### src/rtl/mem_port_arbiter_pkg.sv
`default_nettype none
// ============================================================================
// Module   : mem_port_arbiter_pkg
// Purpose  : Shared widths, requester indices and FSM encoding for the
//            table-memory port arbiter.
// Revision : 1.0  initial release
// ============================================================================
package mem_port_arbiter_pkg;

    localparam int DEF_NUM_REQ = 4;
    localparam int DEF_ADDR_W  = 11;
    localparam int DEF_DATA_W  = 16;
    localparam int OWNER_W     = 3;

    // Fixed requester slots of the learning engines.
    localparam int REQ_REWARD = 0;
    localparam int REQ_QUPD   = 1;
    localparam int REQ_NBR    = 2;
    localparam int REQ_HOST   = 3;

    typedef enum logic [1:0] {
        IDLE    = 2'd0,
        GRANT   = 2'd1,
        HANDOFF = 2'd2
    } arb_state_t;

    // Index width that can address every requester (at least one bit).
    function automatic int idx_width(input int n);
        return (n > 1) ? $clog2(n) : 1;
    endfunction

endpackage : mem_port_arbiter_pkg
`default_nettype wire

### src/rtl/mem_port_arbiter_if.sv
`default_nettype none
// ============================================================================
// Module   : mem_port_arbiter_if
// Purpose  : Engine-side request bus plus memory-macro bus of the arbiter.
// Revision : 1.0  initial release
// ============================================================================
interface mem_port_arbiter_if
    import mem_port_arbiter_pkg::*;
#(
    parameter int NUM_REQ = DEF_NUM_REQ,
    parameter int ADDR_W  = DEF_ADDR_W,
    parameter int DATA_W  = DEF_DATA_W
) ();

    logic [NUM_REQ-1:0]        req;
    logic [NUM_REQ-1:0]        req_we;
    logic [NUM_REQ*ADDR_W-1:0] req_addr;
    logic [NUM_REQ*DATA_W-1:0] req_wdata;
    logic [NUM_REQ-1:0]        grant;
    logic [OWNER_W-1:0]        owner;
    logic                      busy;
    logic [NUM_REQ-1:0]        rvalid;
    logic [DATA_W-1:0]         rdata;
    logic [ADDR_W-1:0]         mem_addr;
    logic                      mem_we;
    logic [DATA_W-1:0]         mem_wdata;
    logic [DATA_W-1:0]         mem_rdata;

    // Engines and the memory macro together form the master side.
    modport master (
        output req, req_we, req_addr, req_wdata, mem_rdata,
        input  grant, owner, busy, rvalid, rdata, mem_addr, mem_we, mem_wdata
    );

    modport slave (
        input  req, req_we, req_addr, req_wdata, mem_rdata,
        output grant, owner, busy, rvalid, rdata, mem_addr, mem_we, mem_wdata
    );

endinterface : mem_port_arbiter_if
`default_nettype wire

### src/rtl/mem_port_arbiter_rr_pick.sv
`default_nettype none
// ============================================================================
// Module   : rr_pick
// Purpose  : Combinational round-robin priority encoder; scans upward from
//            i_ptr+1 (mod NUM_REQ) and reports the first set request.
// Revision : 1.0  initial release
// ============================================================================
module rr_pick
    import mem_port_arbiter_pkg::*;
#(
    parameter int NUM_REQ = DEF_NUM_REQ,
    parameter int IDX_W   = 2
) (
    input  wire logic [NUM_REQ-1:0] i_req,
    input  wire logic [IDX_W-1:0]   i_ptr,
    output logic      [NUM_REQ-1:0] o_onehot,
    output logic      [IDX_W-1:0]   o_idx,
    output logic                    o_found
);

    logic [IDX_W-1:0] w_cand;

    always_comb begin
        o_onehot = '0;
        o_idx    = '0;
        o_found  = 1'b0;
        w_cand   = '0;
        // Offset 1..NUM_REQ so the last winner is considered last.
        for (int k = 1; k <= NUM_REQ; k++) begin
            w_cand = IDX_W'((int'(i_ptr) + k) % NUM_REQ);
            if (!o_found && i_req[w_cand]) begin
                o_found          = 1'b1;
                o_idx            = w_cand;
                o_onehot[w_cand] = 1'b1;
            end
        end
    end

endmodule : rr_pick
`default_nettype wire

### src/rtl/mem_port_arbiter.sv
`default_nettype none
// ============================================================================
// Module   : mem_port_arbiter
// Purpose  : Round-robin, burst-locked arbiter sharing one synchronous-read
//            table memory port among the learning engines.
// Revision : 1.0  initial release
// ============================================================================
module mem_port_arbiter
    import mem_port_arbiter_pkg::*;
#(
    parameter int NUM_REQ = DEF_NUM_REQ,
    parameter int ADDR_W  = DEF_ADDR_W,
    parameter int DATA_W  = DEF_DATA_W
) (
    input  wire logic         clk,
    input  wire logic         rst,
    mem_port_arbiter_if.slave bus
);

    localparam int               c_IDX_W   = idx_width(NUM_REQ);
    localparam logic [c_IDX_W-1:0] c_RR_INIT = c_IDX_W'(NUM_REQ - 1);

    arb_state_t          r_state;
    logic [NUM_REQ-1:0]  r_grant;
    logic [NUM_REQ-1:0]  r_rvalid;
    logic [c_IDX_W-1:0]  r_owner;
    logic [c_IDX_W-1:0]  r_rr;

    logic [NUM_REQ-1:0]  w_win;
    logic [c_IDX_W-1:0]  w_win_idx;
    logic                w_found;
    logic                w_busy;
    logic                w_owner_req;
    logic                w_mem_we;
    logic [ADDR_W-1:0]   w_mem_addr;
    logic [DATA_W-1:0]   w_mem_wdata;

    rr_pick #(
        .NUM_REQ (NUM_REQ),
        .IDX_W   (c_IDX_W)
    ) u_rr_pick (
        .i_req    (bus.req),
        .i_ptr    (r_rr),
        .o_onehot (w_win),
        .o_idx    (w_win_idx),
        .o_found  (w_found)
    );

    // The grant is one-hot (or zero), so OR-ing the selected lanes is a mux
    // that naturally yields zero while the port is idle.
    always_comb begin
        w_mem_addr  = '0;
        w_mem_wdata = '0;
        for (int i = 0; i < NUM_REQ; i++) begin
            if (r_grant[i]) begin
                w_mem_addr  = w_mem_addr  | bus.req_addr[i*ADDR_W +: ADDR_W];
                w_mem_wdata = w_mem_wdata | bus.req_wdata[i*DATA_W +: DATA_W];
            end
        end
    end

    assign w_busy      = |r_grant;
    assign w_mem_we    = |(r_grant & bus.req_we);
    assign w_owner_req = |(r_grant & bus.req);

    always_ff @(posedge clk or posedge rst) begin
        if (rst) begin
            r_state  <= IDLE;
            r_grant  <= '0;
            r_owner  <= '0;
            r_rr     <= c_RR_INIT;
            r_rvalid <= '0;
        end else begin
            // A granted non-write cycle returns data on the next cycle,
            // tagged to whoever owned the port when the address was issued.
            r_rvalid <= w_mem_we ? '0 : r_grant;

            case (r_state)
                IDLE, HANDOFF: begin
                    if (w_found) begin
                        r_grant <= w_win;
                        r_owner <= w_win_idx;
                        r_rr    <= w_win_idx;
                        r_state <= GRANT;
                    end else begin
                        r_grant <= '0;
                        r_owner <= '0;
                        r_state <= IDLE;
                    end
                end
                GRANT: begin
                    // Only the owner's request matters until it lets go.
                    if (!w_owner_req) begin
                        r_grant <= '0;
                        r_owner <= '0;
                        r_state <= HANDOFF;
                    end
                end
                default: begin
                    r_grant <= '0;
                    r_owner <= '0;
                    r_state <= IDLE;
                end
            endcase
        end
    end

    assign bus.grant     = r_grant;
    assign bus.owner     = OWNER_W'(r_owner);
    assign bus.busy      = w_busy;
    assign bus.rvalid    = r_rvalid;
    assign bus.rdata     = bus.mem_rdata;
    assign bus.mem_addr  = w_mem_addr;
    assign bus.mem_we    = w_mem_we;
    assign bus.mem_wdata = w_mem_wdata;

endmodule : mem_port_arbiter
`default_nettype wire

### src/flat_wrapper.sv
// flat-port wrapper written by rule: the top's interface ports become plain ports
module mem_port_arbiter_flat import mem_port_arbiter_pkg::*;
#(
    parameter int NUM_REQ = DEF_NUM_REQ,
    parameter int ADDR_W  = DEF_ADDR_W,
    parameter int DATA_W  = DEF_DATA_W
)
  (clk, rst, bus_req, bus_req_we, bus_req_addr, bus_req_wdata, bus_mem_rdata, bus_grant, bus_owner, bus_busy, bus_rvalid, bus_rdata, bus_mem_addr, bus_mem_we, bus_mem_wdata);
  mem_port_arbiter_if #(.NUM_REQ(NUM_REQ), .ADDR_W(ADDR_W), .DATA_W(DATA_W)) bus_i ();
  input  wire logic clk;
  input  wire logic rst;
  input wire logic [$bits(bus_i.req)-1:0] bus_req;
  input wire logic [$bits(bus_i.req_we)-1:0] bus_req_we;
  input wire logic [$bits(bus_i.req_addr)-1:0] bus_req_addr;
  input wire logic [$bits(bus_i.req_wdata)-1:0] bus_req_wdata;
  input wire logic [$bits(bus_i.mem_rdata)-1:0] bus_mem_rdata;
  output wire logic [$bits(bus_i.grant)-1:0] bus_grant;
  output wire logic [$bits(bus_i.owner)-1:0] bus_owner;
  output wire logic [$bits(bus_i.busy)-1:0] bus_busy;
  output wire logic [$bits(bus_i.rvalid)-1:0] bus_rvalid;
  output wire logic [$bits(bus_i.rdata)-1:0] bus_rdata;
  output wire logic [$bits(bus_i.mem_addr)-1:0] bus_mem_addr;
  output wire logic [$bits(bus_i.mem_we)-1:0] bus_mem_we;
  output wire logic [$bits(bus_i.mem_wdata)-1:0] bus_mem_wdata;
  assign bus_i.req = bus_req;
  assign bus_i.req_we = bus_req_we;
  assign bus_i.req_addr = bus_req_addr;
  assign bus_i.req_wdata = bus_req_wdata;
  assign bus_i.mem_rdata = bus_mem_rdata;
  assign bus_grant = bus_i.grant;
  assign bus_owner = bus_i.owner;
  assign bus_busy = bus_i.busy;
  assign bus_rvalid = bus_i.rvalid;
  assign bus_rdata = bus_i.rdata;
  assign bus_mem_addr = bus_i.mem_addr;
  assign bus_mem_we = bus_i.mem_we;
  assign bus_mem_wdata = bus_i.mem_wdata;
  mem_port_arbiter #(.NUM_REQ(NUM_REQ), .ADDR_W(ADDR_W), .DATA_W(DATA_W)) u_core (.clk(clk), .rst(rst), .bus(bus_i));
endmodule
### config.mk
export PLATFORM = sky130hd
export DESIGN_NAME = mem_port_arbiter_flat
export DESIGN_NICKNAME = d
export VERILOG_FILES = /design/src/rtl/mem_port_arbiter_pkg.sv /design/src/rtl/mem_port_arbiter_if.sv /design/src/rtl/mem_port_arbiter_rr_pick.sv /design/src/rtl/mem_port_arbiter.sv /design/src/flat_wrapper.sv
export SDC_FILE = /design/constraint.sdc
export NUM_CORES = 1
export LEC_CHECK = 0
export BUFFER_PORTS_ARGS = -buffer_cell sky130_fd_sc_hd__buf_2
export CAP_MARGIN = 20
export CORE_MARGIN = 4
export CORE_UTILIZATION = 35
export CTS_CLUSTER_SIZE = 10
export DETAILED_ROUTE_END_ITERATION = 10
export PLACE_DENSITY = 0.77
export SLEW_MARGIN = 20
export SYNTH_ARGS = -nofsm -noshare
export SYNTH_HDL_FRONTEND = slang
export SYNTH_SLANG_ARGS = --single-unit
### constraint.sdc
create_clock -name clk -period 3.9 [get_ports clk]
set_input_delay 0.585 -clock clk [delete_from_list [all_inputs] [get_ports clk]]
set_output_delay 0.585 -clock clk [all_outputs]
set_load 0.05 [all_outputs]
Word-level counts from Yosys, hierarchy flattened
Index checks and enable logic that the tools add are counted.
{ "op_classes": {"add_sub_neg": 4, "order_cmp": 8, "eq_ne": 3, "muxes": 46, "bitwise_logic": 11, "reduce_logical": 16} }
{ "ops": {"columns": ["cell", "count"], "rows": [
  ["two-way mux 16 bit", 4],
  ["OR 16 bit", 3],
  ["two-way mux 11 bit", 4],
  ["OR 11 bit", 3],
  ["two-way mux 4 bit", 7],
  ["two-way mux 2 bit", 7],
  ["two-way mux 1 bit", 13],
  ["< comparator 2 x 3 -> 1 bit, second input constant", 4],
  ["OR 4 bit", 3],
  ["OR reduction 4 bit", 3],
  ["AND 4 bit", 2],
  ["binary-select mux 1 bit (select 2 bit)", 4],
  ["demux 1 bit (select 2 bit)", 4],
  [">= comparator 2 x 1 -> 1 bit, second input constant", 4],
  ["one-hot mux 2 bit (2 select lines)", 2],
  ["one-hot mux 4 bit (2 select lines)", 1],
  ["logical AND 1 bit", 7],
  ["adder 2 x 1 -> 2 bit, second input constant", 2],
  ["adder 2 bit, second input constant", 2],
  ["logical NOT 1 bit", 3],
  ["== test 2 x 1 -> 1 bit, second input constant", 1],
  ["== test 2 bit, second input constant", 1],
  ["logical NOT 2 bit", 1],
  ["!= test 2 bit, second input constant", 1],
  ["other kinds (2)", 2]
]} }
{ "word_totals": {"reg_bits": 14, "input_bits": 134, "output_inout_bits": 56, "word_cells": 93} }

Depth between registers and ports, before layout
Gate-level depths: netlist of run 1.
{ "logic_depth": {"ltp_word": 15, "ltp_mapped": 10, "depth_no_buf": 7} }

By module
Synthesis of run 1 repeated with hierarchy kept, for this count alone.
{ "hier_totals": {"hier_cells": 221, "hier_area_um2": 1773.0} }
{ "by_module_without_submodules": {"columns": ["mod", "n_inst", "cells_each", "area_each_um2", "seq_area_each_um2"], "rows": [
  ["mem_port_arbiter", 1, 153, 1247.4, 352.8],
  ["rr_pick", 1, 68, 525.5, 0.0]
]} }

Worst setup path before layout of run 1
No wires, ideal clock.
{ "synth_path": {"path_kind": "register to register", "start": "register u_core.r_rr[0]", "end": "register u_core.r_grant[0] (netlist: u_core.bus.grant[0])", "setup_ps": 121, "t_arrival_ps": 2567, "t_required_ps": 3779, "slack_ps": 1212, "stages_incl_launch_ff": 11, "n_path_buf": 3, "period_less_slack_ps": 2688, "cell_sequence": "dfstp_2 -> buf_6 -> clkinv_1 -> ha_1 -> buf_2 -> mux4_2 -> buf_6 -> a31o_1 -> a221oi_2 -> o21ai_1 -> a22o_1"} }
{ "synth_via": {"elab_chain_len": 15, "elab_cells_between_ends": 51, "classes_between": "add/sub: 4; order compare: 8; mux: 26; bitwise: 3; reduce/logical: 10"} }
{ "synth_lines": {"columns": ["item", "line", "rtl"], "rows": [
  ["start: declaration", "mem_port_arbiter.sv:27", "logic [c_IDX_W-1:0] r_rr;"],
  ["start signal: assignment", "mem_port_arbiter.sv:71", "r_rr <= c_RR_INIT;"],
  ["start signal: assignment", "mem_port_arbiter.sv:83", "r_rr <= w_win_idx;"],
  ["parallel branches: the longest is 13 deep, another holds < comparator 2 x 3 -> 1 bit", null, null],
  ["two-way mux 4 bit *", "mem_port_arbiter.sv:80", "if (w_found) begin"],
  ["one-hot mux 4 bit (2 select lines) *", "mem_port_arbiter.sv:78", "case (r_state)"],
  ["end signal: assignment", "mem_port_arbiter.sv:81", "r_grant <= w_win;"],
  ["end: declaration", "mem_port_arbiter.sv:24", "logic [NUM_REQ-1:0] r_grant;"]
]} }
Mark *: on every way between the ends. The select of a mux whose other input is x is not followed.
A chain may end at the register's enable or synchronous reset.

Worst setup path in the final report of run 1
{ "layout_path": {"start": "register u_core.r_rr[0]", "end": "register u_core.r_grant[3] (netlist: u_core.bus.grant[3])"} }
The elaborated chain is that of the path after synthesis.

==> flow_summary_export.csv, run 1 <==
group,metric,value,unit
timing,tns,0,ns
layout,diodes,0,
clock_tree,tritoncts,"yes",
grt,antenna_found_initial,0,
placement,routabilityCongestion,0.910,
layout,nFillCells,512,
timing,hold_viol,0,
clock_tree,path_clk_slew,0.06,ns
logic_synthesis,yosys_register_bits,14,
clock_tree,cts_made_buffers,3,
layout,seq_area,353,um2
worst_setup_path,arrival,3.32,ns
routing,drcViolationCount,0,
run,drv_cap,0,
routing,vias_per_cell,5.36,
worst_setup_path,cp_data_required_time,4.03,ns
power,p_int,0.893,mW
logic_synthesis,synth.cell_area,1850,um2
power,clock_power_share,0.049,
power,swShare,0.623,
logic_synthesis,yosysWarnings,0,
die,core,5110,um2
die,die-area,6500,um2
timing,fin_crit_sh,0.819,
grt,grt_pass1_vias,2090,
timing,setup_viol,0,
power,combPwrFrac,0.802,
routing,wl_per_cell,15.8,um
routing,vias,2266,
clock_tree,clock_path_buffers,2,
routing,dr.pass1.iters,4,
placement,hpwl,5.29,mm
placement,port_buffers,156,
logic_synthesis,synth_seq_area_share,0.191,
clock_tree,cts_hold_buf,0,
die,start_util,0.361,
die,die-width,80.6,um
timing,grt_setup_unrepaired,"no",
worst_setup_path,r2r_start,"u_core.r_rr[0]$_DFFE_PP1P_",
layout,multi_input_area,1260,um2
worst_setup_path,end_kind,"register",
worst_setup_path,critPathLaunch,"u_core.r_rr[0]$_DFFE_PP1P_",
clock_tree,htree_num_levels,1,
timing,relSlewSlack,0.285,
run_status,outcome,"finished, final reports clean",
logic_synthesis,syn_area_per_cell,8.09,um2
grt,grt_max_degree,34,
layout,layout-drive-gt1-share,0.499,
logic_synthesis,synth_top_area_share,0.228,
power,p_sw,1.48,mW
timing,worstMarginPinSlew,1.07,ns
clock_tree,ctsResizeCount,0,
die,die_y,80.6,um
power,power.leakage,1.37,nW
timing,finClkSkew,0.00388,ns
power,p_per_area,926,nW/um2
timing,max_freq,313,MHz
routing,ant_nets,0,
logic_synthesis,yosysTopAreaCell,"a22oi_1",
logic_synthesis,syn-num-nets,370,
worst_setup_path,start_kind,"register",
hold_path,hold_class,"input pin to async pin",
layout,nets,497,
layout,synthToLayoutAreaGrowth,38.6,%
power,ir_worst_vdd,376,uV
logic_synthesis,synth_cells,228,
clock_tree,postCtsSetupRepairBufs,0,
routing,drtIter0Drc,116,
clock_tree,clock-sinks,14,
timing,whs,0.368,ns
timing,period_needed,3.19,ns
worst_setup_path,cp_max_fo,24,
clock_tree,cts.root.buffer_cell,"clkbuf_8",
die,rows,26,
logic_synthesis,synthTopCellsByArea,"a22oi_1 23%, dfrtp_1 16%, nand2_1 7.7%, buf_4 6.9%, ha_1 5.4%",
clock_tree,clock_latency,0.24,ns
power,seqPwrFrac,0.149,
routing,routed_wl,6.68,mm
grt,grt_usage,0.182,
worst_setup_path,critPathKind,"register to register",
grt,overflow,0,
logic_synthesis,synth_cell_types,40,
grt,grt_pass1_wl,9.59,mm
die,ios,190,
timing,maxSlewViolCount,0,
cells in the mapped netlist:
| library cell | count |
|---|---|
| a22oi_1 | 56 |
| nand2_1 | 38 |
| buf_4 | 17 |
| clkbuf_1 | 16 |
| dfrtp_1 | 12 |
| ha_1 | 8 |
| a22o_1 | 6 |
| and2_1 | 5 |
| o21ai_1 | 5 |
| a221oi_1 | 4 |
| mux4_2 | 4 |
| nand2b_1 | 4 |
| nor2b_1 | 4 |
| o22ai_1 | 4 |
| a21oi_1 | 3 |
| a31o_2 | 3 |
| inv_1 | 3 |
| mux2_2 | 3 |
| mux2i_1 | 3 |
| nor2_1 | 3 |
| nor3b_1 | 3 |
| a211oi_1 | 2 |
| buf_2 | 2 |
| buf_6 | 2 |
| dfstp_2 | 2 |
| o21ai_0 | 2 |
| a2111oi_0 | 1 |
| a221oi_2 | 1 |
| a31o_1 | 1 |
| and3b_1 | 1 |
| clkinv_1 | 1 |
| conb_1 | 1 |
| nor4_1 | 1 |
| nor4b_1 | 1 |
| nor4b_4 | 1 |
| o211ai_1 | 1 |
| o31ai_1 | 1 |
| or2_1 | 1 |
| or4_1 | 1 |
| xnor2_1 | 1 |
placed cells by master, fill, tap and decap left out, types with 2 or more instances in the layout:
cell type and count:
mux4_2 4, buf_4 3, a211oi_1 2, nor2_1 3
mux2_2 3, clkbuf_8 3, nor2b_1 4, inv_1 3
a21oi_1 3, nor3b_1 3, buf_2 156, o21ai_1 5
a31o_2 3, dfrtp_1 12, and2_1 5, mux2i_1 3
nand2_1 38, o22ai_1 4, a22o_1 6, o21ai_0 2
ha_1 8, a221oi_1 4, a22oi_1 56, dfstp_2 2
nand2b_1 4
logic make-up (layout without fill, tap and decap cells):
group | after synthesis | after routing | share of synthesized area
AO/OA/AOI/OAI | 90 | 90 | 0.364
XOR/XNOR | 1 | 1 | 0.00475
adder cells (fa/ha/maj) | 8 | 8 | 0.0542
buffers and inverters | 41 | 166 | 0.127
flip-flops | 14 | 14 | 0.191
multiplexers | 10 | 10 | 0.0834
other | 1 | 1 | 0.00203
AND/OR/NAND/NOR | 63 | 63 | 0.173
final cells by class:
class,count,share of cell area
Timing Repair Buffer,159,0.314
Clock buffer,3,0.0161
Sequential cell,14,0.138
Inverter,4,0.00587
Tap cell,70,0.0342
Multi-Input combinational cell,173,0.492
per-layer routing:
metal | global-route usage | part of all wire | wire length (um)
met1 | 0.210 | 0.38 | 2510
met2 | 0.339 | 0.52 | 3500
met3 | 0.0392 | 0.085 | 568
met4 | 0.0405 | 0.015 | 102
met5 | 0 | 0 | 0
through the flow:
stage                     cell area, um2  total power [mW]  setup WS (ns)  utilization  std cells
after global routing                2560              2.54          0.466        0.501        423
after floorplan                     1850              1.89           1.21            -        228
final                               2560              2.37          0.707        0.501        423
after global placement              2520              2.22          0.850        0.493        420
after CTS                           2560              2.37          0.718        0.501        423
after detailed placement            2520              2.25          0.731        0.493        420
final timing paths:
path,depth (start not counted),slack (ns),to
setup / recovery,7,0.71,u_core.bus.grant[3]$_DFFE_PP0P_
hold / removal,2,0.37,u_core.bus.grant[0]$_DFFE_PP0P_
setup reg to reg,7,0.71,u_core.bus.grant[3]$_DFFE_PP0P_
hold reg to reg,1,0.42,u_core.r_state[1]$_DFFE_PP0P_
max in group asynchronous,2,3.17,u_core.r_rr[1]$_DFFE_PP1P_
min in group clk,1,0.42,u_core.r_state[1]$_DFFE_PP0P_
flip-flops by register name, summed over array words and instances, names as in the netlist:
register / flops
u_core.r_state: 2
u_core.r_rr: 2
u_core.bus.grant: 4
u_core.r_owner: 2
u_core.bus.rvalid: 4
power groups by stage:
stage	logic, mW	clock network, mW	registers, mW
floorplan	1.51	0	0.384
global route	2.04	0.124	0.370
global placement	1.87	0	0.349
finish	1.90	0.116	0.353
detailed placement	1.89	0	0.353
CTS	1.90	0.117	0.352
critical path: stages (launching register included):
cell      delay [ns]
dfstp_2         0.81
clkinv_1        0.38
ha_1            0.57
mux4_2          0.50
a31o_2          0.27
a221oi_1        0.23
o21ai_1         0.12
a22o_1          0.20
Power figures use the tool's default switching activity.
==> run 2, diff against run 1 <==
- ABC_AREA: not set -> 1
- CORE_UTILIZATION: 35 -> 32
- PLACE_DENSITY: 0.77 -> 0.74
- clock period: 3.9 -> 2.8 ns (I/O delays scaled with it)
==> run 2 against run 1 <==
Compared with the run above:
- sequential power grew 14%
- routed wire length grew 2.1%
- via count grew 9.4%
- sequential share of layout area shrank 0.24 points
- critical path type is now register to output port
- highest routed layer unchanged
==> flow_summary_export.csv, run 2 <==
group,metric,value,unit
run_status,outcome,"finished, final reports clean",
layout,nets,585,
timing,tns,0,ns
timing,max_freq,442,MHz
die,start_util,0.328,
clock_tree,ctsResizeCount,0,
routing,wl_per_cell,13.3,um
timing,worstMarginPinSlew,0.796,ns
clock_tree,clock-sinks,14,
logic_synthesis,syn-num-nets,449,
worst_setup_path,crit_cells,4,
routing,dr.pass1.iters,4,
clock_tree,clock_path_buffers,2,
logic_synthesis,synth_cells,307,
routing,drcViolationCount,0,
logic_synthesis,synth_top_area_share,0.316,
clock_tree,htree_num_levels,1,
routing,drtIter0Drc,77,
die,rows,27,
worst_setup_path,worstPathCellList,"buf_4 -> nand2_1 -> nand4_1 -> buf_2",
die,die-width,83.1,um
grt,antenna_found_initial,0,
power,ir_worst_vdd,463,uV
layout,layout-drive-gt1-share,0.419,
logic_synthesis,synth.cell_area,1810,um2
placement,routabilityCongestion,0.986,
clock_tree,cts_hold_buf,0,
timing,hold_viol,0,
logic_synthesis,syn_area_per_cell,5.89,um2
logic_synthesis,synthFlopType,"dfrtp_1",
timing,period_needed,2.26,ns
timing,fin_crit_sh,0.808,
clock_tree,clock_latency,0.24,ns
timing,finClkSkew,0.00251,ns
clock_tree,postCtsSetupRepairBufs,0,
clock_tree,tritoncts,"yes",
routing,vias_per_cell,4.82,
grt,grt_usage,0.188,
logic_synthesis,yosysMostFrequentCell,"nand2_1",
placement,port_buffers,156,
placement,dp_slack,0.677,ns
timing,maxSlewViolCount,0,
die,die-area,6910,um2
layout,synthToLayoutAreaGrowth,44.0,%
logic_synthesis,yosysTopAreaCell,"nand2_1",
timing,whs,0.212,ns
clock_tree,path_clk_slew,0.06,ns
logic_synthesis,ys_top_cells_by_count,"152 x nand2_1, 33 x nand4_1, 17 x buf_4, 17 x inv_1, 14 x nand3_1",
timing,grt_setup_unrepaired,"no",
clock_tree,cts.root.buffer_cell,"clkbuf_8",
worst_setup_path,cp_max_fo,21,
logic_synthesis,synth_cell_types,24,
routing,ant_nets,0,
placement,placed_area,2550,um2
worst_setup_path,crit_family,"flip-flops",
worst_setup_path,cp_data_required_time,2.38,ns
layout,stdcell_area,2600,um2
routing,vias,2479,
grt,grt_pass1_wl,11.0,mm
hold_path,hold_class,"input pin to async pin",
logic_synthesis,synth_edf_count,0,
power,power.leakage,1.50,nW
placement,hpwl,5.65,mm
logic_synthesis,yosysWarnings,0,
worst_setup_path,critPathKind,"register to output port",
grt,grt_pass1_vias,2420,
worst_setup_path,cp_slowest_cell,"dfrtp_1",
layout,mostFrequentLayoutCells,"156 x buf_2, 152 x nand2_1, 33 x nand4_1",
worst_setup_path,cpPeakStageDelay,0.86,ns
die,die_y,83.1,um
clock_tree,cts_made_buffers,3,
layout,diodes,0,
logic_synthesis,yosys_register_bits,14,
logic_synthesis,synth_seq_area_share,0.195,
timing,relSlewSlack,0.469,
power,power.total,2.86,mW
worst_setup_path,cp.buffers_inverters,2,
timing,layout_setup_ws,0.538,ns
routing,routed_wl,6.82,mm
die,core,5510,um2
layout,final_common_cell,"buf_2",
worst_setup_path,start_kind,"register",
power,p_per_area,1100,nW/um2
run,drv_cap,0,
worst_setup_path,ff2ff_path_depth,10,
worst_setup_path,arrival,1.84,ns
worst_setup_path,end_kind,"output port",
logic_synthesis,synthTopCellsByArea,"nand2_1 32%, dfrtp_1 17%, nand4_1 11%, buf_4 7.1%, ha_1 5.5%",
timing,setup_viol,0,
die,ios,190,
logic_synthesis,async_flop_share,1.00,
grt,grt_max_degree,23,
grt,overflow,0,
## run 2: changes by cell type in the layout (fill, tap and decap cells not counted), moves of 9 or more
cell,before,now
a22oi_1,56,0
inv_1,3,17
nand2_1,38,152
nand2_2,0,9
nand3_1,0,14
nand4_1,0,33
## run 2: cells by family (layout without fill, tap and decap cells)
logic type | after synthesis | in the layout | share of synthesized area
flops | 14 | 14 | 0.195
simple gates | 227 | 227 | 0.578
compound gates | 10 | 10 | 0.0360
buf+inv | 47 | 182 | 0.133
other cells | 1 | 1 | 0.00208
fa+ha+maj | 8 | 8 | 0.0554
## run 2: worst paths after layout
kind	from	to	slack, ns
max in group asynchronous	rst	u_core.r_rr[0]$_DFFE_PP1P_	2.22
setup reg to reg	u_core.r_rr[0]$_DFFE_PP1P_	u_core.r_owner[1]$_DFFE_PP0P_	0.66
setup / recovery	u_core.bus.grant[3]$_DFFE_PP0P_	bus_mem_addr[9]	0.54
min in group clk	u_core.r_state[1]$_DFFE_PP0P_	u_core.r_state[1]$_DFFE_PP0P_	0.43
hold / removal	rst	u_core.bus.rvalid[1]$_DFF_PP0_	0.21
hold reg to reg	u_core.r_state[1]$_DFFE_PP0P_	u_core.r_state[1]$_DFFE_PP0P_	0.43
## run 2: worst register-to-register path: stages, from the launching register on
cell and delay [ns]:
dfstp_2 0.64, inv_2 0.14, ha_1 0.36, inv_1 0.13, nand3_2 0.16, nand2_4 0.16
inv_1 0.11, nand3_1 0.11, nand3_1 0.08, nand2_1 0.09, nand2_1 0.05
## run 2: stage by stage
| step | util | cells |
|---|---|---|
| after CTS | 0.473 | 514 |
| after detailed placement | 0.463 | 510 |
| after global placement | 0.463 | 510 |
| final | 0.473 | 514 |
| after floorplan | - | 307 |
| after global routing | 0.473 | 514 |
## run 2: routing by layer
layer,global-route usage,routed length [um]
met1,0.223,2790
met2,0.334,3290
met3,0.0565,667
met4,0.0342,78
met5,0,0
## run 2: layout make-up
cell class / instances / area [um2]
fill: 592 / 2900
multi-input combinational: 246 / 1210
timing repair buffer: 160 / 823
sequential: 14 / 353
tap: 72 / 90.1
inverter: 18 / 67.6
clock buffer: 4 / 55.1
## run 2: where the power goes
| part | switching, mW | internal, mW | total, mW |
|---|---|---|---|
| clock | 0.0685 | 0.124 | 0.193 |
| combinational | 1.65 | 0.614 | 2.27 |
| sequential | 0.116 | 0.287 | 0.403 |
| total | 1.84 | 1.03 | 2.86 |
==> run 3, diff against run 2 <==
- clock period: 2.8 -> 1.9 ns (I/O delays scaled with it)
==> run 3 against run 2 <==
Compared with the run above:
- clock skew fell by 0.00050 ns
- setup slack got worse by 0.42 ns
- clock power rose by 56%
- via count fell by 1.1%
- first-iteration DRC count fell by 3.9%
- design area rose by 3.0%
- critical path depth did not move
- non-clock buffer count rose by 5
- clock-buffer cell count did not move
- hold slack got worse by 0.13 ns
- utilization rose by 1.4 points
- critical endpoint is now bus_mem_addr[7]
- largest cell class unchanged
==> flow_summary_export.csv, run 3 (synthesis gave the netlist of run 2 again) <==
group,metric,value,unit
power,ir_worst_vdd,686,uV
grt,antenna_found_initial,0,
run_status,outcome,"finished, final reports clean",
timing,period_needed,1.78,ns
timing,setup_viol,0,
timing,worstMarginPinSlew,0.556,ns
die,die_y,83.1,um
clock_tree,clock_path_buffers,2,
power,p_int,1.62,mW
routing,vias,2451,
worst_setup_path,critPathKind,"register to output port",
placement,port_buffers,156,
timing,grt_setup_unrepaired,"no",
layout,layout-drive-gt1-share,0.438,
layout,diodes,0,
placement,routabilityCongestion,0.893,
layout,mostFrequentLayoutCells,"156 x buf_2, 152 x nand2_1, 33 x nand4_1",
worst_setup_path,regToRegSetupSlack,0.12,ns
clock_tree,postCtsSetupRepairBufs,0,
worst_setup_path,cp_data_required_time,1.62,ns
layout,stdcell_area,2680,um2
grt,grt_usage,0.192,
routing,dr.pass1.iters,6,
worst_setup_path,end_kind,"output port",
timing,hold_viol,0,
hold_path,hold_class,"input pin to async pin",
power,p_per_area,1650,nW/um2
timing,relSlewSlack,0.629,
clock_tree,clock-sinks,14,
routing,routed_wl,7.08,mm
worst_setup_path,worstPathCellList,"buf_4 -> nand2_1 -> nand4_1 -> buf_2",
routing,ant_nets,0,
power,p_sw,2.81,mW
placement,hpwl,5.77,mm
grt,overflow,0,
timing,finClkSkew,0.00201,ns
placement,placedCellCount,515,
die,die-width,83.1,um
placement,placed_area,2600,um2
clock_tree,clock_latency,0.25,ns
timing,tns,0,ns
worst_setup_path,cp_slowest_cell,"dfrtp_2",
routing,drcViolationCount,0,
worst_setup_path,r2r_start,"u_core.r_rr[1]$_DFFE_PP1P_",
die,die-area,6910,um2
routing,vias_per_cell,4.72,
layout,finish.utilization,0.487,
worst_setup_path,r2r-end,"u_core.r_owner[0]$_DFFE_PP0P_",
worst_setup_path,start_kind,"register",
clock_tree,path_clk_slew,0.06,ns
worst_setup_path,ff2ff_path_depth,11,
worst_setup_path,cpPeakStageDelay,0.50,ns
clock_tree,htree_num_levels,1,
die,ios,190,
layout,layout.cells.non_filler,519,
routing,drtIter0Drc,74,
worst_setup_path,cp_max_fo,22,
die,rows,27,
power,combPwrFrac,0.813,
timing,whs,0.0785,ns
timing,maxSlewViolCount,0,
timing,fin_crit_sh,0.937,
clock_tree,tritoncts,"yes",
layout,synthToLayoutAreaGrowth,48.4,%
die,core,5510,um2
layout,nets,590,
timing,max_freq,562,MHz
clock_tree,cts.root.buffer_cell,"clkbuf_8",
power,swShare,0.634,
worst_setup_path,arrival,1.50,ns
grt,grt_max_degree,26,
power,clock_power_share,0.068,
routing,wl_per_cell,13.6,um
run,drv_cap,0,
power,seqPwrFrac,0.119,
grt,grt_pass1_vias,2328,
clock_tree,cts_made_buffers,3,
grt,grt_pass1_wl,11.2,mm
die,start_util,0.328,
power,power.leakage,1.53,nW
layout,final_common_cell,"buf_2",
[run 3: cell type report]
class	count	area (um2)
Multi-Input combinational cell	246	1240
Sequential cell	14	357
Inverter	18	67.6
Clock buffer	4	55.1
Timing Repair Buffer	165	873
Tap cell	72	90.1
Fill cell	585	2830
[run 3: metrics by stage]
step                      setup slack, ns  power [mW]
after floorplan                   0.00789        3.22
after global placement             0.0735        4.02
after detailed placement           0.0501        4.06
after CTS                          0.0483        4.36
after global routing               0.0108        4.75
final                               0.120        4.43
[run 3: power by group through the flow]
stage / clock network (mW) / logic [mW] / registers, mW
after CTS: 0.305 / 3.53 / 0.528
after global routing: 0.320 / 3.89 / 0.542
final: 0.301 / 3.60 / 0.525
after detailed placement: 0 / 3.52 / 0.533
after global placement: 0 / 3.49 / 0.535
after floorplan: 0 / 2.51 / 0.713
[run 3: routing by layer]
metal	GRT usage	up-vias	share of wire
met3	0.0605	6	0.078
met1	0.228	1103	0.42
met4	0.0238	0	0.0049
met5	0	-	0
li1	-	1254	-
met2	0.347	88	0.50
[run 3: how the worst max path moves through the flow]
stage                                     from  cells after the start  slack, ns                               to
2_1_floorplan       u_core.r_rr[0]$_DFFE_PP1P_                     11      0.008    u_core.r_owner[0]$_DFFE_PP0P_
3_3_place_gp        u_core.r_rr[0]$_DFFE_PP1P_                     10       0.07  u_core.bus.grant[0]$_DFFE_PP0P_
3_5_place_dp        u_core.r_rr[0]$_DFFE_PP1P_                     10       0.05    u_core.r_owner[1]$_DFFE_PP0P_
4_1_cts             u_core.r_rr[1]$_DFFE_PP1P_                     11       0.05    u_core.r_owner[0]$_DFFE_PP0P_
5_1_grt             u_core.r_rr[1]$_DFFE_PP1P_                     11       0.01    u_core.r_owner[0]$_DFFE_PP0P_
6_report       u_core.bus.grant[1]$_DFFE_PP0P_                      4       0.12                  bus_mem_addr[7]
[run 3: repair_timing]
action	CTS	global route
gates resized for setup	0	3
endpoints found under the hold margin	0	0
setup endpoints to repair	0	8
hold buffers	0	0
[run 3: worst max-delay path, delay by kind of cell, from the launching register on]
family                 cells  cell delay [ns]
buffers and inverters      2             0.57
DFF                        1             0.50
and+or+nand+nor            2             0.18
